==> src/rtl/triangle_pixel_scanner.sv <==
// rtl/triangle_pixel_scanner.sv - bounding-box raster walker feeding the barycentric stage
//
// Purpose: accepts one triangle (a, b, c in Q16.16), computes its integer
// bounding box, clips it to the screen and emits every pixel of the box in
// raster order (x inner, y outer) as p = (x, y, 1.0) in Q16.16.
//
// Ports:
//   clk_in         system clock, rising edge
//   rst_in         synchronous active-low reset
//   a, b, c        vertices, [0]=x [1]=y [2]=z (z ignored), signed Q16.16
//   tri_valid_in   triangle offered       tri_ready_out  high only in IDLE
//   p              pixel coordinate       p_valid_out    p holds a pixel
//   p_ready_in     downstream takes p     last_out       final pixel of triangle
//   busy_out       not IDLE               done_out       one-cycle scan-complete pulse
module triangle_pixel_scanner #(
    parameter int H_RES = 320,
    parameter int V_RES = 180,
    parameter int FRAC  = 16
) (
    input  logic            clk_in,
    input  logic            rst_in,
    input  logic [2:0][31:0] a,
    input  logic [2:0][31:0] b,
    input  logic [2:0][31:0] c,
    input  logic            tri_valid_in,
    output logic            tri_ready_out,
    output logic [2:0][31:0] p,
    output logic            p_valid_out,
    input  logic            p_ready_in,
    output logic            last_out,
    output logic            busy_out,
    output logic            done_out
);

    localparam int IW = 17;
    localparam logic signed [IW-1:0] ZERO = '0;
    localparam logic signed [IW-1:0] ONE  = IW'(1);
    localparam logic signed [IW-1:0] XLIM = IW'(H_RES - 1);
    localparam logic signed [IW-1:0] YLIM = IW'(V_RES - 1);

    typedef enum logic [2:0] {
        S_IDLE, S_BBOX, S_CLIP, S_SCAN, S_DONE
    } state_t;

    state_t state_q, state_d;

    logic signed [IW-1:0] vx_q [0:2];
    logic signed [IW-1:0] vx_d [0:2];
    logic signed [IW-1:0] vy_q [0:2];
    logic signed [IW-1:0] vy_d [0:2];
    logic signed [IW-1:0] xmin_q, xmin_d, xmax_q, xmax_d;
    logic signed [IW-1:0] ymin_q, ymin_d, ymax_q, ymax_d;
    logic signed [IW-1:0] x_q, x_d, y_q, y_d;

    logic signed [IW-1:0] cxmin, cxmax, cymin, cymax;
    logic                 last_pix;
    logic [31:0]          x_ext, y_ext;

    // z is not needed for coverage generation
    logic unused_z;
    assign unused_z = ^{a[2], b[2], c[2]};

    // Arithmetic shift floors toward -inf, so -0.5 maps to -1
    function automatic logic signed [IW-1:0] to_int(input logic [31:0] v);
        return IW'($signed(v) >>> FRAC);
    endfunction

    function automatic logic signed [IW-1:0] min3(input logic signed [IW-1:0] p0,
                                                  input logic signed [IW-1:0] p1,
                                                  input logic signed [IW-1:0] p2);
        logic signed [IW-1:0] m;
        m = (p0 < p1) ? p0 : p1;
        return (m < p2) ? m : p2;
    endfunction

    function automatic logic signed [IW-1:0] max3(input logic signed [IW-1:0] p0,
                                                  input logic signed [IW-1:0] p1,
                                                  input logic signed [IW-1:0] p2);
        logic signed [IW-1:0] m;
        m = (p0 > p1) ? p0 : p1;
        return (m > p2) ? m : p2;
    endfunction

    assign cxmin = (xmin_q < ZERO) ? ZERO : xmin_q;
    assign cxmax = (xmax_q > XLIM) ? XLIM : xmax_q;
    assign cymin = (ymin_q < ZERO) ? ZERO : ymin_q;
    assign cymax = (ymax_q > YLIM) ? YLIM : ymax_q;

    assign last_pix = (x_q == xmax_q) && (y_q == ymax_q);

    always_comb begin
        state_d = state_q;
        vx_d    = vx_q;
        vy_d    = vy_q;
        xmin_d  = xmin_q;
        xmax_d  = xmax_q;
        ymin_d  = ymin_q;
        ymax_d  = ymax_q;
        x_d     = x_q;
        y_d     = y_q;
        case (state_q)
            S_IDLE: begin
                if (tri_valid_in) begin
                    vx_d[0] = to_int(a[0]);
                    vx_d[1] = to_int(b[0]);
                    vx_d[2] = to_int(c[0]);
                    vy_d[0] = to_int(a[1]);
                    vy_d[1] = to_int(b[1]);
                    vy_d[2] = to_int(c[1]);
                    state_d = S_BBOX;
                end
            end
            S_BBOX: begin
                xmin_d  = min3(vx_q[0], vx_q[1], vx_q[2]);
                xmax_d  = max3(vx_q[0], vx_q[1], vx_q[2]);
                ymin_d  = min3(vy_q[0], vy_q[1], vy_q[2]);
                ymax_d  = max3(vy_q[0], vy_q[1], vy_q[2]);
                state_d = S_CLIP;
            end
            S_CLIP: begin
                xmin_d = cxmin;
                xmax_d = cxmax;
                ymin_d = cymin;
                ymax_d = cymax;
                x_d    = cxmin;
                y_d    = cymin;
                // A box entirely off one screen edge clips to an inverted range
                if ((cxmin > cxmax) || (cymin > cymax)) begin
                    state_d = S_DONE;
                end else begin
                    state_d = S_SCAN;
                end
            end
            S_SCAN: begin
                if (p_ready_in) begin
                    if (last_pix) begin
                        state_d = S_DONE;
                    end else if (x_q == xmax_q) begin
                        x_d = xmin_q;
                        y_d = y_q + ONE;
                    end else begin
                        x_d = x_q + ONE;
                    end
                end
            end
            S_DONE:  state_d = S_IDLE;
            default: state_d = S_IDLE;
        endcase
    end

    always_ff @(posedge clk_in) begin
        if (!rst_in) begin
            state_q <= S_IDLE;
            vx_q    <= '{default: '0};
            vy_q    <= '{default: '0};
            xmin_q  <= '0;
            xmax_q  <= '0;
            ymin_q  <= '0;
            ymax_q  <= '0;
            x_q     <= '0;
            y_q     <= '0;
        end else begin
            state_q <= state_d;
            vx_q    <= vx_d;
            vy_q    <= vy_d;
            xmin_q  <= xmin_d;
            xmax_q  <= xmax_d;
            ymin_q  <= ymin_d;
            ymax_q  <= ymax_d;
            x_q     <= x_d;
            y_q     <= y_d;
        end
    end

    assign x_ext = {{(32-IW){x_q[IW-1]}}, x_q};
    assign y_ext = {{(32-IW){y_q[IW-1]}}, y_q};

    always_comb begin
        p = '0;
        if (state_q == S_SCAN) begin
            p[0] = x_ext << FRAC;
            p[1] = y_ext << FRAC;
            p[2] = 32'd1 << FRAC;
        end
    end

    assign p_valid_out   = (state_q == S_SCAN);
    assign last_out      = (state_q == S_SCAN) && last_pix;
    assign tri_ready_out = (state_q == S_IDLE);
    assign busy_out      = (state_q != S_IDLE);
    assign done_out      = (state_q == S_DONE);

endmodule

==> config.mk <==
export PLATFORM = sky130hd
export DESIGN_NAME = triangle_pixel_scanner
export DESIGN_NICKNAME = d
export VERILOG_FILES = /design/src/rtl/triangle_pixel_scanner.sv
export SDC_FILE = /design/constraint.sdc
export NUM_CORES = 1
export LEC_CHECK = 0
export CORE_MARGIN = 10
export CORE_UTILIZATION = 49
export DETAILED_ROUTE_END_ITERATION = 16
export PLACE_DENSITY = 0.93
export SLEW_MARGIN = 20
export SYNTH_ARGS = -nofsm -noshare
export SYNTH_HDL_FRONTEND = slang
export SYNTH_SLANG_ARGS = --single-unit
==> constraint.sdc <==
create_clock -name clk_in -period 5.65 [get_ports clk_in]
set_clock_uncertainty 0.2 [all_clocks]
set_input_delay 0.8475 -clock clk_in [delete_from_list [all_inputs] [get_ports clk_in]]
set_output_delay 0.8475 -clock clk_in [all_outputs]
set_load 0.05 [all_outputs]
==> results.ini, run 1 <==
[outcome]
status = finished, final reports clean

[clocking]
cts_made_buffers = 21
insertion_delay_ns = 0.51
cts_sinks = 201
cts_tree = done
root_buffer = clkbuf_16
cts_setup_buffers = 0
clk_pin_slew_ns = 0.06
htreeDepth = 1
clockBufferDepth = 3

[routing]
post_drt_wl_per_cell_microns = 17.2
drtIter0Drc = 1214
antenna_left = 0
viasPerCell = 5.69
routed_wl_mm = 38.1
routed-via-count = 12600
dr.pass1.iters = 8
post-route-drc-count = 0

[placement]
dpl.hpwl_mm = 29.5
pre_cts_ws_ns = 0.510
gp_congestion = 0.945
io_buffers = 137

[floorplan]
start_util = 0.496
rows = 61
io_pins = 393
die_w_microns = 187
core_sq_mm = 0.0277
die_h_microns = 187
dieArea_sq_mm = 0.0351

[synth]
yosysSeqAreaShare = 0.293
yosysMostFrequentCell = nand2_1
syn_area_per_cell_sq_um = 7.91
ys_ff_latch = 201
yosysUniqueCellTypes = 71
synth.area.top_cells = dfxtp_1, ha_1, nand2_1
synth-main-ff-cell = dfxtp_1
synth.top_cell.area_share = 0.293
synth_edf_count = 0
yosysTopAreaCell = dfxtp_1
syn-cell-area_sq_mm = 0.0137
async_flop_share = 0
syn_inst = 1736
ys_top_cells_by_count = nand2_1, dfxtp_1, a21oi_1, ha_1, inv_1
yosys_warnings = 0

[power]
power.density_mw_per_mm2 = 600
vdd_drop_max_mv = 0.514
power_leakage_nw = 6.63

[setup_path]
slowest_stage = ha_1
r2r_start = vy_q[32]$_SDFFE_PN0P_
cp_max_fo = 17
reg2reg_setup_slack_ns = 0.42
arrival_ns = 5.40
crit_type = flop to flop
r2r_end = ymin_q[16]$_SDFFE_PN0P_
start_kind = flop
rr_worst_depth = 19
worstPathCellList = inv_1, ha_1, nand4_1, nor3_1, o21a_1, nor2_1, o21ai_2, buf_4, mux2_2, ha_1, a211oi_1, nor2_1, o21a_1, o21ai_0, nand3b_1, o32ai_2, buf_4, mux2i_1, o21ai_0
cp.required_ns = 5.82
slowest_delay_ns = 0.43
crit_path_end = ymin_q[16]$_SDFFE_PN0P_
worstSetupEndpointType = flop
startpoint = vy_q[32]$_SDFFE_PN0P_

[global_routing]
antenna_found_initial = 0
grt_overflow = 0
grt_pass1_vias = 12300
grt_max_degree = 110
grtUsageTotal = 0.205
grt_pass1_wl_mm = 62.2

[cells_and_area]
syn2layout_area_growth_pct = 14.8
num-fill-cells = 2429
layout.nets = 2239
drive_gt1_frac = 0.0797
num_antenna_cells = 0

[sta]
maxSlewViolCount = 0
period_share = 0.926
slew_headroom = 0.201
layout_setup_ws_ns = 0.419
rsz0062_at_grt = no
timing.fmax_ghz = 0.191
fin_tns_setup_ns = 0
tightestPinTransition_ns = 1.19
finalSetupViolations = 0
hold_viol_final = 0
post-route-min-period_ns = 5.23

[flow_run]
max_cap_viol_count = 0

[hold_path]
hold_path.class = flop to flop

-- metal layers --
layer / track usage / part of all wire
met3: 0.0390 / 0.083
met1: 0.287 / 0.47
met2: 0.317 / 0.43
met4: 0.0495 / 0.018
met5: 0 / 0
-- layout by cell type (no fill, tap or decap), drive strengths merged, types with 34 or more instances in the layout --
cell type	count
conb	63
clkdlybuf4s50	136
nor2	77
nand4	34
ha	128
dfxtp	201
a21oi	171
mux2	53
mux2i	65
nor2b	43
nand3	36
o21ai	104
nand2	318
inv	83
-- flip-flops by register name, summed over array words and instances, names as in the netlist --
register	flops
x_q	17
vx_q	48
ymax_q	17
state_q	3
vy_q	48
ymin_q	17
xmax_q	17
y_q	17
xmin_q	17
-- logic make-up after synthesis --
| kind of cell | synth area share |
|---|---|
| other | 0.000273 |
| AOI/OAI and AO/OA | 0.178 |
| DFF | 0.293 |
| buffers and inverters | 0.0881 |
| and+or+nand+nor | 0.204 |
| xor gates and xnor gates | 0.0255 |
| adders and majority gates | 0.117 |
| muxes | 0.0944 |
-- report_power, final --
part           switching, W  internal, W
clock              0.000590     0.000807
sequential         0.000436      0.00173
combinational       0.00340      0.00249
-- worst min-delay path by stage --
| stage | from | end | slack (ns) | cells past startpoint |
|---|---|---|---|---|
| 2_1_floorplan | ymin_q[13]$_SDFFE_PN0P_ | ymin_q[13]$_SDFFE_PN0P_ | 0.22 | 2 |
| 3_3_place_gp | ymin_q[8]$_SDFFE_PN0P_ | ymin_q[8]$_SDFFE_PN0P_ | 0.23 | 2 |
| 3_5_place_dp | ymin_q[4]$_SDFFE_PN0P_ | ymin_q[4]$_SDFFE_PN0P_ | 0.24 | 2 |
| 4_1_cts | ymin_q[4]$_SDFFE_PN0P_ | ymin_q[4]$_SDFFE_PN0P_ | 0.25 | 2 |
| 5_1_grt | ymin_q[3]$_SDFFE_PN0P_ | ymin_q[3]$_SDFFE_PN0P_ | 0.26 | 2 |
| 6_report | ymin_q[4]$_SDFFE_PN0P_ | ymin_q[4]$_SDFFE_PN0P_ | 0.25 | 2 |
-- critical path, delay by kind of cell, from the launching register on --
kind,cells,cell delay [ns]
multiplexers,2,0.79
buffers and inverters,3,0.66
flip-flops,1,0.38
adder cells (fa/ha/maj),2,0.72
AND/OR/NAND/NOR,5,0.84
AO/OA/AOI/OAI,7,1.49
-- area by class of cell --
cell class	count	area, sq um	share of cell area
clock inverter	9	109	0.00691
multi-input combinational	1359	8760	0.556
tap	378	473	0.0300
sequential	201	4030	0.255
timing repair buffer	154	1510	0.0960
inverter	82	308	0.0195
clock buffer	28	572	0.0363
-- per-stage QoR --
stage / hold WS, ns / instance area [sq um] / std cells / utilization / power, W
6_report: 0.246 / 15800 / 2211 / 0.569 / 0.00946
5_1_grt: 0.265 / 15800 / 2211 / 0.569 / 0.0102
4_1_cts: 0.250 / 15700 / 2211 / 0.568 / 0.00936
3_5_place_dp: 0.235 / 15100 / 2174 / 0.544 / 0.00795
3_3_place_gp: 0.228 / 15100 / 2174 / 0.544 / 0.00772
2_1_floorplan: 0.217 / 14000 / 1798 / - / 0.00673
-- timing repair --
action / 4_1_cts / 5_1_grt
hold buffers: 0 / 0
resized for setup: 0 / 1
setup endpoints to repair: 0 / 1
No activity file was read; power rests on OpenSTA's default activity.
==> run 2: changes to the inputs <==
--- a/config.mk
+++ b/config.mk
@@ -5,10 +5,12 @@
 export SDC_FILE = /design/constraint.sdc
 export NUM_CORES = 1
 export LEC_CHECK = 0
+export CELL_PAD_IN_SITES_DETAIL_PLACEMENT = 1
+export CELL_PAD_IN_SITES_GLOBAL_PLACEMENT = 2
 export CORE_MARGIN = 10
-export CORE_UTILIZATION = 49
+export CORE_UTILIZATION = 27
 export DETAILED_ROUTE_END_ITERATION = 16
-export PLACE_DENSITY = 0.93
+export PLACE_DENSITY = 0.91
 export SLEW_MARGIN = 20
 export SYNTH_ARGS = -nofsm -noshare
 export SYNTH_HDL_FRONTEND = slang
==> results.ini, run 2 (synthesis results as in run 1) <==
[cells_and_area]
final_cell_mix = nand2_1, dfxtp_1, a21oi_1  ; unchanged
layout.nets = 2244  ; was 2239
multiInputGateArea_sq_mm = 0.00877  ; was 0.00876 sq mm
ff_latch_area_sq_mm = 0.00402  ; was 0.00403 sq mm
drive_gt1_frac = 0.0843  ; was 0.0797
instances_no_fill = 2512  ; was 2211
syn2layout_area_growth_pct = 18.4  ; was 14.8%
num-fill-cells = 6079  ; was 2429
design_area_sq_mm = 0.0163  ; was 0.0158 sq mm
reg_top3 = vx_q: 48 flops, vy_q: 48 flops  ; unchanged
layout_commonest_cell = nand2_1  ; unchanged

[placement]
gp_congestion = 0.877  ; was 0.945
dpl.hpwl_mm = 35.7  ; was 29.5 mm
placed_cell_area_sq_mm = 0.0155  ; was 0.0151 sq mm
io_buffers = 137  ; unchanged
pre_cts_ws_ns = 0.363  ; was 0.510 ns
dpl.cell_count = 2471  ; was 2174

[clocking]
cts_tree = done  ; unchanged
clk_pin_slew_ns = 0.06  ; about the same
insertion_delay_ns = 0.54  ; was 0.51 ns
root_buffer = clkbuf_16  ; unchanged
clockBufferDepth = 3  ; unchanged
cts_made_buffers = 23  ; was 21
cts_sinks = 201  ; unchanged
htreeDepth = 1  ; unchanged
cts_hold_buf = 0  ; unchanged

[setup_path]
start_kind = flop  ; unchanged
reg2reg_setup_slack_ns = 0.44  ; was 0.42 ns
arrival_ns = 5.43  ; was 5.40 ns
worstSetupEndpointType = flop  ; unchanged
cp_max_fo = 17  ; unchanged
crit_type = flop to flop  ; unchanged
r2r_start = vy_q[32]$_SDFFE_PN0P_  ; unchanged
crit_path_end = ymin_q[4]$_SDFFE_PN0P_  ; was ymin_q[16]$_SDFFE_PN0P_
startpoint = vy_q[32]$_SDFFE_PN0P_  ; unchanged
rr_worst_depth = 18  ; was 19
r2r_end = ymin_q[4]$_SDFFE_PN0P_  ; was ymin_q[16]$_SDFFE_PN0P_
cp.required_ns = 5.86  ; was 5.82 ns

[global_routing]
grt_pass1_wl_mm = 72.1  ; was 62.2 mm
grt_max_degree = 110  ; unchanged
grtUsageTotal = 0.145  ; was 0.205
antenna_found_initial = 1  ; was 0
grt_util_met2 = 0.233  ; was 0.317
grt_pass1_vias = 13000  ; was 12300
grtUsageMet3 = 0.0211  ; was 0.0390
top_usage_layer = met2  ; unchanged
grt_overflow = 0  ; unchanged
grtUsageMet1 = 0.203  ; was 0.287

[floorplan]
start_util = 0.273  ; was 0.496
die_h_microns = 246  ; was 187 microns
core_sq_mm = 0.0503  ; was 0.0277 sq mm
io_pins = 393  ; unchanged
dieArea_sq_mm = 0.0603  ; was 0.0351 sq mm
die_w_microns = 246  ; was 187 microns
rows = 82  ; was 61

[routing]
antenna_left = 0  ; unchanged
post-route-drc-count = 0  ; unchanged
post_drt_wl_per_cell_microns = 18.0  ; was 17.2 microns
routed-via-count = 12400  ; was 12600
dr.pass1.iters = 5  ; was 8
viasPerCell = 4.95  ; was 5.69
drtIter0Drc = 475  ; was 1214
routed_wl_mm = 45.2  ; was 38.1 mm

[sta]
period_share = 0.922  ; was 0.926
finalSetupViolations = 0  ; unchanged
maxSlewViolCount = 0  ; unchanged
layout_setup_ws_ns = 0.438  ; was 0.419 ns
timing.fmax_ghz = 0.192  ; was 0.191 GHz
fin_tns_setup_ns = 0  ; unchanged
rsz0062_at_grt = no  ; unchanged
post-route-min-period_ns = 5.21  ; was 5.23 ns
tightestPinTransition_ns = 0.998  ; was 1.19 ns
hold_viol_final = 0  ; unchanged
slew_headroom = 0.334  ; was 0.201

[power]
power.density_mw_per_mm2 = 601  ; was 600 mW/mm^2
power_leakage_nw = 6.68  ; was 6.63 nW
total_power_w = 0.00977  ; was 0.00946 W
vdd_drop_max_mv = 1.00  ; was 0.514 mV

[flow_run]
max_cap_viol_count = 0  ; unchanged

[hold_path]
hold_path.class = flop to flop  ; unchanged

[outcome]
status = finished, final reports clean  ; unchanged

[run 2: changes by cell type in the layout (fill, tap and decap cells not counted), sizes merged]
| cell | previous run | this run |
|---|---|---|
| inv | 83 | 82 |
| diode | 0 | 1 |
| clkbuf | 28 | 34 |
| bufinv | 2 | 1 |
| clkinv | 5 | 3 |
| buf | 18 | 21 |
| clkinvlp | 1 | 2 |
[run 2: worst max-delay path, cell delays in order (launching register included)]
cell and delay, ns:
dfxtp_1 0.38, inv_1 0.06, ha_1 0.42, nand4_1 0.23, nor3_2 0.29, o21a_1 0.18, nor2_1 0.06, o21ai_2 0.34
mux2_2 0.42, ha_1 0.31, a21o_1 0.19, a211oi_1 0.22, o21ai_0 0.15, a211oi_1 0.40, o41ai_1 0.18, o32ai_2 0.22
buf_4 0.35, mux2i_1 0.34, o21ai_0 0.12
[run 2: worst min-delay path by stage]
| stage | from | end | slack, ns | cells past startpoint |
|---|---|---|---|---|
| final | ymin_q[15]$_SDFFE_PN0P_ | ymin_q[15]$_SDFFE_PN0P_ | 0.25 | 2 |
| after detailed placement | ymin_q[13]$_SDFFE_PN0P_ | ymin_q[13]$_SDFFE_PN0P_ | 0.25 | 2 |
| after floorplan | ymin_q[13]$_SDFFE_PN0P_ | ymin_q[13]$_SDFFE_PN0P_ | 0.22 | 2 |
| after global placement | ymin_q[15]$_SDFFE_PN0P_ | ymin_q[15]$_SDFFE_PN0P_ | 0.23 | 2 |
| after global routing | ymin_q[15]$_SDFFE_PN0P_ | ymin_q[15]$_SDFFE_PN0P_ | 0.29 | 2 |
| after CTS | ymin_q[9]$_SDFFE_PN0P_ | ymin_q[9]$_SDFFE_PN0P_ | 0.26 | 2 |
[run 2: through the flow]
stage          hold WS [ns]   util
2_1_floorplan         0.217      -
3_3_place_gp          0.230  0.308
3_5_place_dp          0.246  0.308
4_1_cts               0.256  0.323
5_1_grt               0.286  0.323
6_report              0.253  0.323
[run 2: timing repair]
item	4_1_cts	5_1_grt
resized for setup	0	2
endpoints found under the setup margin	0	11
endpoints found under the hold margin	0	0
setup buffers	0	0
[run 2: layout make-up]
cell class	instances	share of cell area
multi-input combinational	1359	0.540
sequential	201	0.248
timing repair buffer	157	0.0952
tap	672	0.0517
clock buffer	34	0.0429
inverter	82	0.0190
clock inverter	6	0.00393
antenna	1	0.000154
[run 2: routing by layer]
| metal | wire length, microns | vias to the layer above |
|---|---|---|
| met3 | 1660 | 32 |
| met5 | 12 | - |
| met2 | 20200 | 210 |
| met1 | 22800 | 6033 |
| met4 | 501 | 2 |
| li1 | - | 6147 |
[run 2: where the power goes]
part | internal, W | switching, W
combinational | 0.00254 | 0.00357
clock | 0.000895 | 0.000614
sequential | 0.00173 | 0.000420
